<file path="src/rtl/lut_layer_prog.sv">
// Runtime-programmable LUT neuron layer: per-neuron truth tables are loaded over
// a serial config stream, then evaluated in one registered valid/ready stage.
module lut_layer_prog #(
  parameter int IN_BITS     = 8,
  parameter int OUT_BITS    = 1,
  parameter int NUM_NEURONS = 4
) (
  input  logic                            clk,
  input  logic                            rst,
  input  logic                            cfg_start,
  input  logic                            cfg_valid,
  output logic                            cfg_ready,
  input  logic [OUT_BITS-1:0]             cfg_data,
  output logic                            loaded,
  input  logic                            in_valid,
  output logic                            in_ready,
  input  logic [NUM_NEURONS*IN_BITS-1:0]  M0,
  output logic                            out_valid,
  input  logic                            out_ready,
  output logic [NUM_NEURONS*OUT_BITS-1:0] M1
);
  localparam int DEPTH = 2 ** IN_BITS;
  localparam int CW    = $clog2(NUM_NEURONS) + IN_BITS;
  localparam logic [CW-1:0] LAST_BEAT = CW'(NUM_NEURONS * DEPTH - 1);

  typedef enum logic [1:0] {UNCFG, LOAD, RUN, DRAIN} state_t;

  state_t                         state_q, state_d;
  logic [CW-1:0]                  cfg_cnt_q, cfg_cnt_d;
  logic                           out_valid_q, out_valid_d;
  logic [NUM_NEURONS*OUT_BITS-1:0] m1_q, m1_d;
  logic [NUM_NEURONS*OUT_BITS-1:0] lut_rd;
  logic                           cfg_we;
  logic                           in_fire;

  assign cfg_ready = (state_q == LOAD);
  assign loaded    = (state_q == RUN);
  assign in_ready  = (state_q == RUN) & ~cfg_start & (~out_valid_q | out_ready);
  assign in_fire   = in_valid & in_ready;
  assign out_valid = out_valid_q;
  assign M1        = m1_q;

  // Tables are plain distributed RAM: written only in LOAD, never reset.
  for (genvar gi = 0; gi < NUM_NEURONS; gi++) begin : g_neuron
    logic [OUT_BITS-1:0] tbl_mem [DEPTH];
    logic                sel;

    assign sel = ((cfg_cnt_q >> IN_BITS) == CW'(gi));

    always_ff @(posedge clk) begin
      if (cfg_we && sel) begin
        tbl_mem[cfg_cnt_q[IN_BITS-1:0]] <= cfg_data;
      end
    end

    assign lut_rd[gi*OUT_BITS +: OUT_BITS] = tbl_mem[M0[gi*IN_BITS +: IN_BITS]];
  end

  always_comb begin
    state_d   = state_q;
    cfg_cnt_d = cfg_cnt_q;
    cfg_we    = 1'b0;
    case (state_q)
      UNCFG: begin
        if (cfg_start) begin
          state_d   = LOAD;
          cfg_cnt_d = '0;
        end
      end
      LOAD: begin
        // A restart outranks a beat arriving in the same cycle.
        if (cfg_start) begin
          cfg_cnt_d = '0;
        end else if (cfg_valid) begin
          cfg_we = 1'b1;
          if (cfg_cnt_q == LAST_BEAT) begin
            state_d   = RUN;
            cfg_cnt_d = '0;
          end else begin
            cfg_cnt_d = cfg_cnt_q + CW'(1);
          end
        end
      end
      RUN: begin
        if (cfg_start) begin
          state_d   = out_valid_q ? DRAIN : LOAD;
          cfg_cnt_d = '0;
        end
      end
      DRAIN: begin
        if (~out_valid_q | out_ready) begin
          state_d   = LOAD;
          cfg_cnt_d = '0;
        end
      end
      default: state_d = UNCFG;
    endcase

    out_valid_d = in_fire | (out_valid_q & ~out_ready);
    m1_d        = in_fire ? lut_rd : m1_q;
  end

  always_ff @(posedge clk or posedge rst) begin
    if (rst) begin
      state_q     <= UNCFG;
      cfg_cnt_q   <= '0;
      out_valid_q <= 1'b0;
      m1_q        <= '0;
    end else begin
      state_q     <= state_d;
      cfg_cnt_q   <= cfg_cnt_d;
      out_valid_q <= out_valid_d;
      m1_q        <= m1_d;
    end
  end
endmodule
</file>
<file path="config.mk">
export PLATFORM = sky130hd
export DESIGN_NAME = lut_layer_prog
export DESIGN_NICKNAME = d
export VERILOG_FILES = /design/src/rtl/lut_layer_prog.sv
export SDC_FILE = /design/constraint.sdc
export NUM_CORES = 2
export LEC_CHECK = 0
export BUFFER_PORTS_ARGS = -buffer_cell sky130_fd_sc_hd__buf_2
export CAP_MARGIN = 20
export CORE_MARGIN = 5
export CORE_UTILIZATION = 35
export CTS_BUF_LIST = sky130_fd_sc_hd__clkbuf_2
export DETAILED_ROUTE_END_ITERATION = 12
export GPL_TIMING_DRIVEN = 1
export PLACE_DENSITY = 0.47
export SYNTH_ARGS = -nofsm -noshare
export SYNTH_HDL_FRONTEND = slang
export SYNTH_SLANG_ARGS = --single-unit
</file>
<file path="constraint.sdc">
create_clock -name clk -period 1.95 [get_ports clk]
set_clock_uncertainty 0.05 [all_clocks]
set_input_delay 0 -clock clk [delete_from_list [all_inputs] [get_ports clk]]
set_output_delay 0 -clock clk [all_outputs]
set_load 0.005 [all_outputs]
</file>
; ---- Word-level counts from Yosys, hierarchy flattened
; Memory sizes are Yosys's and may differ from the RTL's. A register that Yosys moved wholly into a read port is not among the register bits.
; Index checks and enable logic that the tools add are counted.
[totals]
ram_bits = 1024
register_bits = 13
input_bits = 39
wordCells = 66
n_memories = 4
out_inout_bits = 8
[classes]
eq_ne = 15
n_addsub = 1
mux = 25
n_reduce_logical = 9
n_bitwise = 9
[memory_table]
columns = memory, depth, word_bits, read_ports, rd_clocked_by_memory_dff, wr, line
row1 = g_neuron[0].tbl_mem, 256, 1, 1, 1, 1, 45  ; logic [OUT_BITS-1:0] tbl_mem [DEPTH];
row2 = g_neuron[1].tbl_mem, 256, 1, 1, 1, 1, 45
row3 = g_neuron[2].tbl_mem, 256, 1, 1, 1, 1, 45
row4 = g_neuron[3].tbl_mem, 256, 1, 1, 1, 1, 45
[op_table]
columns = cell, count
row1 = 10-bit 2-to-1 mux, 5
row2 = 10-bit case mux with 3 select lines, 1
row3 = 2-bit 2-to-1 mux, 7
row4 = 1-bit 2-to-1 mux, 11
row5 = "10-bit by 1-bit adder with 10-bit output, second input constant", 1
row6 = "10-bit == test, second input constant", 1
row7 = 10-bit zero test, 1
row8 = "2-bit inequality test, second input constant", 5
row9 = "2-bit == test, second input constant", 4
row10 = 2-bit case mux with 4 select lines, 1
row11 = 6-bit AND reduction, 1
row12 = 1-bit bitwise AND, 4
row13 = "2-bit by 1-bit == test with 1-bit output, second input constant", 2
row14 = 1-bit logical AND, 4
row15 = "2-bit by 1-bit inequality test with 1-bit output, second input constant", 2
row16 = "3-bit inequality test, second input constant", 1
row17 = 1-bit NOT, 3
row18 = 3-bit AND reduction, 1
row19 = 2-bit zero test, 1
row20 = 1-bit bitwise OR, 2
row21 = 2-bit OR reduction, 1

; ---- Depth between registers and ports, before layout
[logic_depth]
ltp_word = 6
depth_mapped = 11
depth_no_buf = 8

; ---- Worst setup path after synthesis
; Ideal clock, no wire load.
[synth_path]
path_kind = register to register
from = mem g_neuron[1].tbl_mem[195]
to = reg m1_q[1], in the netlist M1[1], read port of g_neuron[1].tbl_mem
synth_period_minus_slack_ns = 2.152
slack_ns = -0.202
path_stages_with_launch = 6
path_buffers = 0
arrival_ns = 1.976
setup_time_ns = 0.126
cell_sequence = edfxtp_1 mux4_2 mux4_2 a2111oi_2 a31oi_1 a221o_1
[synth_lines]
columns = item, line
row1 = "start, declared", 45
row2 = "end, declared", 31  ; logic [NUM_NEURONS*OUT_BITS-1:0] m1_q, m1_d;

; ---- Worst setup path in the final report
[layout_path]
from = reg state_q[0]
to = out in_ready
[layout_via]
elab_chain_len = 3
[layout_rtl]
columns = item, line
row1 = "start, declared", 28  ; state_t state_q, state_d;
row2 = "start signal, assigned", 110  ; state_q <= state_d;
row3 = 2-bit == test, 38  ; assign in_ready = (state_q == RUN) & ~cfg_start & (~out_valid_q | out_ready);
row4 = 1-bit bitwise AND (2 in a row), 38
row5 = "end, declared", 16  ; output logic in_ready,
; Every way passes these cells.

==> results.txt <==
status: finished with violations
failing checks: setup timing
Post-Layout Inst Area: 57100 um^2
Die Width: 374 um
largest net degree at the start of global routing: 98
clock root cell: clkbuf_2
leakage: 18.6 nW
Worst path slowest cell: dfrtp_1
worst-path cell chain: inv_2 -> ha_4 -> buf_6 -> nor3b_2 -> buf_2
Num Clock Sinks: 1041
# IOs: 47
dpl cell area: 52700 um^2
commonest non-fill, non-tap cell in the layout: nor2_1
Die Y: 374 um
clk slew on worst S/H paths: 0.09 ns
layout cell share with drive strength beyond 1: 30.3%
CP max stage delay: 0.40 ns
Skew-Pair Late Insertion Delay: 1.65 ns
IO Port Bufs: 46
Worst Setup Start Kind: flop
Period minus WS final: 2.70 ns
core area: 132000 um^2
Yosys reg bits: 1041
routed vias: 32600
vias in the first global route: 32700
Setup Crit Path Kind: flop to primary output
FFs w/ async S/R, synth: 1.63%
initial antenna violation count: 10
Post-Syn Instances: 3420
top-area cell type share of the netlist area: 66.2%
Mean Syn Cell Area: 13.6 um^2
Max-cap violations: 0
worst setup margin: -0.747 ns
final WL: 169000 um
Syn-to-layout area delta: 23.0%
DR pass1 iterations: 6
Max VDD drop: 0.490 mV
Die Area: 140000 um^2
Final setup viols: 931
post-synth design cell area: 46400 um^2
drt via density: 5.42
Crit Path Max Fanout: 3
Buf+Inv Stages, Crit Path: 3
Starting DRT DRC Count: 3564
synth top area cells: edfxtp_1 (66%), mux4_2 (11%), nor2_1 (8.7%)
Final period util: 138%
total grt overflow: 0
Total GRT Usage: 23.1%
RSZ-0062 raised after global routing: true
Critical Path AT: 2.65 ns
# rows: 133
P per Cell Area: 804 nW/um^2
WP data required: 1.90 ns
routed len/inst: 28.1 um
final routed DRC violation total: 0
final hold viol count: 0
Min-Delay Path Class: input port to flop
Power, Total: 45.9 mW
sequential share of the synthesized area: 67.1%
syn_nets: 3468
Initial Utilization: 35.3%
final-stage net count: 4118
global-route wire length before repair: 233000 um
YS warnings: 0
Synth Flop Type: edfxtp_1
EDFF count, synth: 1024
Slew Viols, Final: 0
Synth cell types: 68
FILL cells: 12200
TritonCTS clock tree: done
H-tree Lvls: 5
worst slew pin tran: 1.15 ns
post-synth top area cell: edfxtp_1
number of buffers created by CTS: 304
endpoint class of the critical path: primary output
Slew headroom: 23.1%
HPWL Detailed: 112000 um
ANT nets after route: 0
hold_ws: 0.169 ns
Peak Freq: 371 MHz
final non-filler cell total: 6021
most frequent cells in the layout: nor2_1 (1068), edfxtp_1 (1024), clkbuf_2 (452)
placed cell count: 5383
Top delay family on crit path: flip-flops
clock buffer depth: 4
Placer Congestion: 0.900
==> synth_stat cells (14+ instances only) <==
master	number
mux4_2	226
edfxtp_1	1024
nor2_1	1077
a211oi_1	14
a22oi_1	22
buf_1	32
nand3_1	43
mux2_2	32
nand2b_1	17
buf_2	35
mux2i_1	75
and2_1	18
nor2b_1	26
inv_1	14
dfrtp_1	17
a21oi_1	19
nand2_1	327
clkbuf_1	187
nor3_1	14
==> state kept, by name (all words and copies together), names as in the netlist <==
register	count
out_valid	1
state_q	2
g_neuron.tbl_mem	1024
cfg_cnt_q	10
M1	4
==> routing by layer <==
layer / global-route usage (%) / vias up / part of all wire (%)
met2: 36.3 / 1537 / 46
met4: 6.90 / 8 / 2.5
met5: 0 / - / 0.030
met1: 32.2 / 16800 / 42
met3: 5.53 / 255 / 8.7
li1: - / 14000 / -
==> worst reg2reg max path, stage by stage (launching register included) <==
cell and delay [ns]:
edfxtp_1 0.40, mux4_2 0.47, mux4_2 0.52, mux2i_1 0.30
buf_4 0.18, a31oi_2 0.08, a221o_1 0.32
==> power by group <==
group | leakage, nW | total, mW | internal, mW | switching, mW
registers | 9.42 | 24.7 | 24.6 | 0.131
logic | 7.17 | 5.43 | 2.32 | 3.11
clock network | 2.00 | 15.8 | 6.32 | 9.44
==> worst paths after layout <==
kind | startpoint | end | slack [ns] | cells past startpoint
setup / recovery | state_q[0] | in_ready | -0.75 | 5
hold / removal | M0[18] | M1[2] | 0.17 | 8
setup reg to reg | g_neuron[1].tbl_mem[165] | M1[1] | -0.39 | 6
hold reg to reg | M1[0] | M1[0] | 0.57 | 2
max in group asynchronous | rst | M1[2] | 1.09 | 8
min in group asynchronous | rst | M1[1] | 0.51 | 8
==> stage by stage <==
| step | worst slack, ns | util [%] | TNS, ns |
|---|---|---|---|
| 5_1_grt | -1.02 | 43.4 | -251.50 |
| 2_1_floorplan | -0.164 | - | -27.14 |
| 3_5_place_dp | -0.726 | 40.1 | -11.92 |
| 6_report | -0.747 | 43.4 | -150.98 |
| 4_1_cts | -1.01 | 43.0 | -115.49 |
| 3_3_place_gp | -0.732 | 40.1 | -12.41 |
==> kinds of logic after synthesis <==
kind of cell / Yosys count / share of synthesized area [%]
AO/OA/AOI/OAI: 157 / 2.53
XOR/XNOR: 3 / 0.0566
adder cells (fa/ha/maj): 9 / 0.243
buffers and inverters: 285 / 2.53
flip-flops: 1041 / 67.1
multiplexers: 345 / 13.8
AND/OR/NAND/NOR: 1580 / 13.7
==> repair_timing <==
item / in CTS / in global routing
hold buffers: 102 / 1
endpoints found under the setup margin: 828 / 1034
gates resized for setup: 51 / 21
gates cloned: 4 / 16
pin swaps: 3 / 5
endpoints found under the hold margin: 2082 / 2
buffers inserted: 5 / 10
==> area by class of cell <==
cell class,instances,area (um^2),area share [%]
diodes,2,5.00,0.00876
clock buffers,452,2260,3.96
clock inverters,48,234,0.410
inverters,19,71.3,0.125
multi-input cells,2097,14400,25.2
flip-flops and latches,1041,31200,54.6
well taps,1755,2200,3.84
repair buffers,607,6760,11.8
(Power assumes the default switching activity.)
